[src/rtl/pcseq_pkg.sv]
// Shared types for the program-counter sequencer: opcode and FSM state encodings.
package pcseq_pkg;

  localparam int PCSEQ_OP_W = 3;

  typedef enum logic [PCSEQ_OP_W-1:0] {
    OP_NOP    = 3'd0,
    OP_JUMP   = 3'd1,
    OP_BRANCH = 3'd2,
    OP_CALL   = 3'd3,
    OP_RET    = 3'd4,
    OP_HALT   = 3'd5
  } pcseq_op_e;

  typedef enum logic [1:0] {
    ST_RUN    = 2'd0,
    ST_HALTED = 2'd1,
    ST_FAULT  = 2'd2
  } pcseq_state_e;

endpackage

[src/rtl/pcseq_depth_ctr.sv]
// Call-depth counter with overflow/underflow compare.
// Limit checks exist only when PCSEQ_DEPTH_CHECK_EN is defined; otherwise depth wraps.
module pcseq_depth_ctr #(
  parameter int W = 6
) (
  input  logic         clk,
  input  logic         rst,
  input  logic         call,
  input  logic         ret,
  output logic [W-1:0] depth,
  output logic         ovf,
  output logic         unf
);

`ifdef PCSEQ_DEPTH_CHECK_EN
  // Slot 0 is the base entry, so the deepest legal value is all ones.
  assign ovf = call && (depth == {W{1'b1}});
  assign unf = ret && (depth == '0);
`else
  assign ovf = 1'b0;
  assign unf = 1'b0;
`endif

  always_ff @(posedge clk or posedge rst) begin
    if (rst) begin
      depth <= '0;
    end else if (call && !ovf) begin
      depth <= depth + 1'b1;
    end else if (ret && !unf) begin
      depth <= depth - 1'b1;
    end
  end

endmodule

[src/rtl/pc_sequencer.sv]
// Program-counter sequencer: owns the PC, executes control-flow ops, drives the return-address stack.
// Optional depth fault checking is enabled with PCSEQ_DEPTH_CHECK_EN.
module pc_sequencer
  import pcseq_pkg::*;
#(
  parameter int INSTRUCTION_ADDR_SIZE = 10,
  parameter int STACK_PTR_WIDTH       = 6,
  parameter int RESET_PC              = 0
) (
  input  logic                             clk,
  input  logic                             rst,
  input  logic                             op_valid,
  output logic                             op_ready,
  input  logic [2:0]                       op_code,
  input  logic [INSTRUCTION_ADDR_SIZE-1:0] op_target,
  input  logic                             op_cond,
  input  logic                             resume,
  output logic [INSTRUCTION_ADDR_SIZE-1:0] pc,
  output logic [INSTRUCTION_ADDR_SIZE-1:0] stk_addr,
  output logic                             stk_push,
  output logic                             stk_en,
  input  logic [INSTRUCTION_ADDR_SIZE-1:0] stk_top,
  output logic [STACK_PTR_WIDTH-1:0]       depth,
  output logic                             halted,
  output logic                             fault
);

  localparam int IAS = INSTRUCTION_ADDR_SIZE;

  pcseq_state_e   state;
  logic           accept;
  logic           is_call;
  logic           is_ret;
  logic           ovf;
  logic           unf;
  logic           err;
  logic [IAS-1:0] pc_inc;

  // Handshake: an op transfers on the cycle op_valid && op_ready are both high;
  // op_ready depends only on state (and rst), never on op_valid.
  assign op_ready = (state == ST_RUN) && !rst;
  assign accept   = op_valid && op_ready;
  assign is_call  = accept && (op_code == OP_CALL);
  assign is_ret   = accept && (op_code == OP_RET);
  assign pc_inc   = pc + 1'b1;

  pcseq_depth_ctr #(
    .W(STACK_PTR_WIDTH)
  ) u_depth (
    .clk  (clk),
    .rst  (rst),
    .call (is_call),
    .ret  (is_ret),
    .depth(depth),
    .ovf  (ovf),
    .unf  (unf)
  );

  assign err      = ovf || unf;
  assign stk_en   = (is_call || is_ret) && !err;
  assign stk_push = is_call;
  assign stk_addr = pc_inc;
  assign halted   = (state == ST_HALTED);

  always_ff @(posedge clk or posedge rst) begin
    if (rst) begin
      state <= ST_RUN;
      pc    <= IAS'(RESET_PC);
    end else begin
      case (state)
        ST_RUN: begin
          if (accept) begin
            if (err) begin
              state <= ST_FAULT;
            end else begin
              case (op_code)
                OP_JUMP:   pc <= op_target;
                OP_BRANCH: pc <= op_cond ? op_target : pc_inc;
                OP_CALL:   pc <= op_target;
                OP_RET:    pc <= stk_top;
                OP_HALT:   state <= ST_HALTED;
                default:   pc <= pc_inc;
              endcase
            end
          end
        end
        ST_HALTED: begin
          if (resume) begin
            state <= ST_RUN;
            pc    <= pc_inc;
          end
        end
        default: begin
          // FAULT holds everything until reset.
        end
      endcase
    end
  end

`ifdef PCSEQ_DEPTH_CHECK_EN
  logic fault_q;

  always_ff @(posedge clk or posedge rst) begin
    if (rst) begin
      fault_q <= 1'b0;
    end else if (accept && err) begin
      fault_q <= 1'b1;
    end
  end

  assign fault = fault_q;
`else
  assign fault = 1'b0;
`endif

endmodule

[config.mk]
export PLATFORM = sky130hd
export DESIGN_NAME = pc_sequencer
export DESIGN_NICKNAME = d
export VERILOG_FILES = /design/src/rtl/pcseq_pkg.sv /design/src/rtl/pcseq_depth_ctr.sv /design/src/rtl/pc_sequencer.sv
export SDC_FILE = /design/constraint.sdc
export NUM_CORES = 1
export LEC_CHECK = 0
export CORE_UTILIZATION = 25
export DETAILED_ROUTE_END_ITERATION = 7
export DONT_BUFFER_PORTS = 1
export GPL_ROUTABILITY_DRIVEN = 1
export SYNTH_ARGS = -nofsm -noshare
export SYNTH_HDL_FRONTEND = slang
export SYNTH_SLANG_ARGS = --single-unit
[constraint.sdc]
create_clock -name clk -period 3.04 [get_ports clk]
set_clock_uncertainty 0.2 [all_clocks]
set_input_delay 0.304 -clock clk [delete_from_list [all_inputs] [get_ports clk]]
set_output_delay 0.304 -clock clk [all_outputs]
set_load 0.03 [all_outputs]
After elaboration in Yosys (flattened, before gate mapping)
Index checks and enable logic that the tools add are counted.
{"block": "word_totals", "input_bits": 28, "out_inout_bits": 31, "wordCells": 39, "reg_bits": 18}
{"block": "classes", "n_addsub": 3, "reduce_logical": 12, "n_eq_ne": 10, "mux": 11}
{"cell": "one-hot mux 10 bit (4 select lines)", "n": 1}
{"cell": "two-way mux 10 bit", "n": 3}
{"cell": "one-hot mux 10 bit (2 select lines)", "n": 1}
{"cell": "two-way mux 6 bit", "n": 2}
{"cell": "adder 10 x 1 -> 10 bit, second input constant", "n": 1}
{"cell": "AND reduction 4 bit", "n": 2}
{"cell": "adder 6 x 1 -> 6 bit, second input constant", "n": 1}
{"cell": "== test 3 x 2 -> 1 bit, second input constant", "n": 2}
{"cell": "== test 3 bit, second input constant", "n": 2}
{"cell": "two-way mux 2 bit", "n": 3}
{"cell": "!= test 2 bit, second input constant", "n": 3}
{"cell": "subtractor 6 x 1 -> 6 bit, second input constant", "n": 1}
{"cell": "logical AND 1 bit", "n": 4}
{"cell": "one-hot mux 2 bit (2 select lines)", "n": 1}
{"cell": "nonzero test 2 bit", "n": 2}
{"cell": "== test 3 x 1 -> 1 bit, second input constant", "n": 1}
{"cell": "== test 2 x 1 -> 1 bit, second input constant", "n": 1}
{"cell": "zero test 2 bit", "n": 1}
{"cell": "!= test 2 x 1 -> 1 bit, second input constant", "n": 1}
{"cell": "OR reduction 2 bit", "n": 1}
{"cell": "zero test 1 bit", "n": 1}
{"cell": "logical OR 1 bit", "n": 1}

Depth between registers and ports, before layout
Gate-level depths: netlist of the first run.
{"block": "depth", "ltp_word": 6, "ltp_mapped": 9, "mapped_depth_nobuf": 9}

Cells and area by module
Synthesis of the first run repeated with hierarchy kept, for this count alone.
{"block": "hier_totals", "hier_cells": 167, "hier_area_um2": 1455.1}
{"module": "pc_sequencer", "instances": 1, "area_each_um2": 1036.0, "cells_each": 124}
{"module": "pcseq_depth_ctr", "instances": 1, "area_each_um2": 419.2, "cells_each": 43}

Least setup slack after synthesis of the first run
No wires, ideal clock.
{"block": "synth_path", "kind": "flip-flop to flip-flop", "from": "register state[0]", "to": "register u_depth.depth[5]", "slack_ns": -0.352, "stages_incl_launch_ff": 10, "t_arrival_ns": 3.112, "setup_ns": 0.080, "period_less_slack_ns": 3.392, "cell_sequence": "dfrtp_1 -> or3b_2 -> nor2_1 -> inv_1 -> ha_1 -> a211oi_1 -> o21bai_1 -> a2111o_1 -> o21ai_1 -> xor2_1"}
{"block": "synth_between", "elab_chain_len": 5, "elab_cells_between_ends": 7, "classes_between": "mux: 1; reduce/logical: 6"}
{"item": "start, declared", "line": "pc_sequencer.sv:30", "rtl": "pcseq_state_e state;"}
{"item": "start signal, assigned", "line": "pc_sequencer.sv:67", "rtl": "state <= ST_RUN;"}
{"item": "start signal, assigned", "line": "pc_sequencer.sv:74", "rtl": "state <= ST_FAULT;"}
{"item": "start signal, assigned", "line": "pc_sequencer.sv:81", "rtl": "OP_HALT: state <= ST_HALTED;"}
{"item": "zero test 2 bit *", "line": "pc_sequencer.sv:41", "rtl": "assign op_ready = (state == ST_RUN) && !rst;"}
{"item": "logical AND 1 bit *", "line": "pc_sequencer.sv:41"}
{"item": "logical AND 1 bit *", "line": "pc_sequencer.sv:42", "rtl": "assign accept = op_valid && op_ready;"}
{"item": "logical AND 1 bit *", "line": "pc_sequencer.sv:43", "rtl": "assign is_call = accept && (op_code == OP_CALL);"}
{"item": "via stk_push", "line": "pc_sequencer.sv:20", "rtl": "output logic stk_push,"}
{"item": "two-way mux 6 bit / nonzero test 2 bit (equally long branches)"}
{"item": "end signal, assigned", "line": "pcseq_depth_ctr.sv:28", "rtl": "depth <= depth + 1'b1;"}
{"item": "end signal, assigned", "line": "pcseq_depth_ctr.sv:30", "rtl": "depth <= depth - 1'b1;"}
{"item": "end, declared", "line": "pcseq_depth_ctr.sv:10", "rtl": "output logic [W-1:0] depth,"}
The timed path passes the listed nets; every way through them passes the cells marked *.
A chain may end at the register's enable or synchronous reset.

Worst setup path after layout of the first run
{"block": "layout_path", "from": "register state[0]", "to": "register u_depth.depth[5]"}
{"block": "layout_between", "elab_chain_len": 5, "elab_cells_between_ends": 7, "classes_between": "mux: 1; reduce/logical: 6"}
{"item": "zero test 2 bit *", "line": "pc_sequencer.sv:41"}
{"item": "logical AND 1 bit *", "line": "pc_sequencer.sv:41"}
{"item": "logical AND 1 bit *", "line": "pc_sequencer.sv:42"}
{"item": "logical AND 1 bit, on equally long branches", "line": "pc_sequencer.sv:43, pc_sequencer.sv:44"}
{"item": "two-way mux 6 bit / nonzero test 2 bit (equally long branches)"}
Every way passes the cells marked *; elsewhere a longest branch is shown, timed or not.

==> run metrics, run 1 <==
post-synthesis sequential area ratio=33.24%; Syn Inst Count=140; Via density=5.136; Yosys cell types=43; ys async rst share=100.0%; Crit Reg-Reg Startpoint=state[0]$_DFFE_PP0P_; Clock power frac=13.2%; Max-Cap Viols=0; Worst Path Required=3.01 ns; area leader, netlist=dfrtp_1; pre-CTS WS=0.2598 ns; synth cell count leaders=dfrtp_1, a22oi_1, o21ai_0, nor2_1; flop2flop setup slack=0.26 ns; sw power=0.6750 mW; TritonCTS clock tree=done; Max Root-Sink Buffers=2; worst reg-to-reg path cell count=9; total CTS buffers=3; placed cells=214; initial antenna violation count=0; Worst setup EP type=flip-flop; Hold Path Origin=op_code[0]; drt first pass iters=4; total grt overflow=0; vias in the first global route=1,016; layout cells sized above 1=17.65%; # setup viols final=0; Hold Crit Class=in -> reg; FMAX=0.3595 GHz; Post-Syn Area=1280 sq um; Post-CTS Hold Buffers=2; DRT Wirelength=3437 microns; Max Slew Vio Count=0; Worst setup SP type=flip-flop; RD Place Congestion=0.8433; GRT Util Overall=13.25%; initial drt markers=43; Critical Path Source=state[0]$_DFFE_PP0P_; EDFF count, synth=0; Seq pwr share=42.6%; post-cts sizing count=0; fin nets=188; Worst-Margin Slew=0.6946 ns; Mapped Nets=174; setup ws final=0.2581 ns; pin count of the biggest net entering global routing=18; non-filler cells, final=220; core area=4817 sq um; post-synth top area share=33.24%; combinational power share=44.3%; Critical Path AT=2.75 ns; syn avg cell area=9.143 sq um; Top Ports=59; Die Y-Extent=73.56 microns; Final TNS setup=0 ns; routed len/inst=15.62 microns; Core Rows=25; # Post-CTS Setup Buffers=0; Residual DRC=0; synthesis-stage register bit count=17; status=finished clean; worst relative slew slack=53.64%; reg2reg end=u_depth.depth[5]$_DFFE_PP0P_; YS warnings=0; Worst VDD drop=276.8 uV; CP endpoint=u_depth.depth[5]$_DFFE_PP0P_; H-tree levels=1; area of the die=5410 sq um; most area-consuming cells after synthesis=dfrtp_1, a22oi_1, ha_1, xnor2_1, o21ai_0; CTS sink cnt=17; number of diodes=0; ANT nets after route=0; Fin. Hold Viols=0; Pleak=0.5805 nW; Min Clock Period, post-route=2.782 ns; Root Driver=clkbuf_8; Initial Utilization=26.57%; die width=73.56 microns; Power Dens Cells=861.0 nW/um^2; global-route wire length before repair=5271 microns; RSZ-0062 raised after global routing=no; P&R area growth vs syn=17.20%; top_reg_cell synth=dfrtp_1; Crit Path Class=reg -> reg; most numerous cell in the Yosys netlist=dfrtp_1; clock-pin slew on the worst setup and hold paths=0.06 ns; clk_lat worst skew=0.24 ns; Sw Ratio=52.26%; fin crit share=91.51%; DR vias=1,130; # port buffers=0; CP Max Fanout=6; Internal=0.6166 mW; Post-DP HPWL=2678 microns
final cells by class:
cell class                 instances  area (sq um)
fill                             535          3317
multi-input combinational        112         814.5
sequential                        17         426.7
timing repair buffer              13         102.6
tap                               67         83.83
clock buffer                       3         41.29
inverter                           7         26.28
clock inverter                     1         5.005
how the worst min path moves through the flow:
stage                                    to  slack, ns  cells past startpoint
6_report               state[0]$_DFFE_PP0P_       0.09                      2
5_1_grt                state[0]$_DFFE_PP0P_       0.08                      2
4_1_cts                state[0]$_DFFE_PP0P_       0.09                      2
3_5_place_dp   u_depth.depth[1]$_DFFE_PP0P_       0.14                      1
3_3_place_gp   u_depth.depth[1]$_DFFE_PP0P_       0.14                      1
2_1_floorplan             pc[0]$_DFFE_PP0P_       0.03                      1
critical path, stage by stage (launching register included):
cell      delay, ns
dfrtp_2        0.40
or3b_2         0.51
nor2_4         0.13
inv_1          0.12
ha_1           0.33
a211oi_1       0.23
o21bai_1       0.12
a2111o_1       0.41
o21ai_1        0.10
xor2_1         0.16
registers in the layout, indices dropped and copies added (netlist names):
register       cells
state              1
pc                10
u_depth.depth      6
metal layers:
metal / vias up / share of wire [%] / track usage (%)
met5: - / 0 / 0
met2: 40 / 46 / 20.69
li1: 553 / - / -
met3: 2 / 6.2 / 2.743
met4: 0 / 0.99 / 4.487
met1: 535 / 47 / 18.14
power by group through the flow:
| stage | Sequential (mW) | Clock, mW | Combinational (mW) |
|---|---|---|---|
| 3_3_place_gp | 0.559 | 0 | 0.568 |
| 3_5_place_dp | 0.560 | 0 | 0.575 |
| 2_1_floorplan | 0.558 | 0 | 0.449 |
| 5_1_grt | 0.564 | 0.184 | 0.632 |
| 6_report | 0.550 | 0.170 | 0.572 |
| 4_1_cts | 0.554 | 0.175 | 0.580 |
placed cells by master (no fill, tap or decap), types with 5 or more instances in the layout:
master and count:
dfrtp_1 16, a22oi_1 11, o21ai_0 11, buf_4 11, nor2_1 9, inv_1 7
nand2_1 7, xnor2_1 7, a21oi_1 6, a22o_1 5, ha_1 5
kinds of logic after synthesis:
group | after synthesis | share of synthesized area (%)
compound gates | 55 | 30.89
flops | 17 | 33.24
other cells | 1 | 0.2930
xor+xnor | 11 | 7.527
fa+ha+maj | 6 | 6.452
mux | 3 | 2.639
simple gates | 36 | 14.86
buf+inv | 11 | 4.106
metrics by stage:
stage / cell area, sq um / hold slack, ns / total power, mW / utilization (%)
after CTS: 1500 / 0.08507 / 1.309 / 31.14
after global routing: 1500 / 0.08257 / 1.380 / 31.14
after floorplan: 1289 / 0.03000 / 1.007 / -
final: 1500 / 0.08852 / 1.292 / 31.14
after detailed placement: 1434 / 0.1434 / 1.135 / 29.77
after global placement: 1434 / 0.1418 / 1.127 / 29.77
No activity file was read; power rests on OpenSTA's default activity.
==> inputs of run 2 (changes only) <==
--- a/config.mk
+++ b/config.mk
@@ -5,6 +5,7 @@
 export SDC_FILE = /design/constraint.sdc
 export NUM_CORES = 1
 export LEC_CHECK = 0
+export CAP_MARGIN = 15
 export CORE_UTILIZATION = 25
 export DETAILED_ROUTE_END_ITERATION = 7
 export DONT_BUFFER_PORTS = 1
==> results of run 2 <==
Final layout, timing and power as in run 1 (identical DEF).
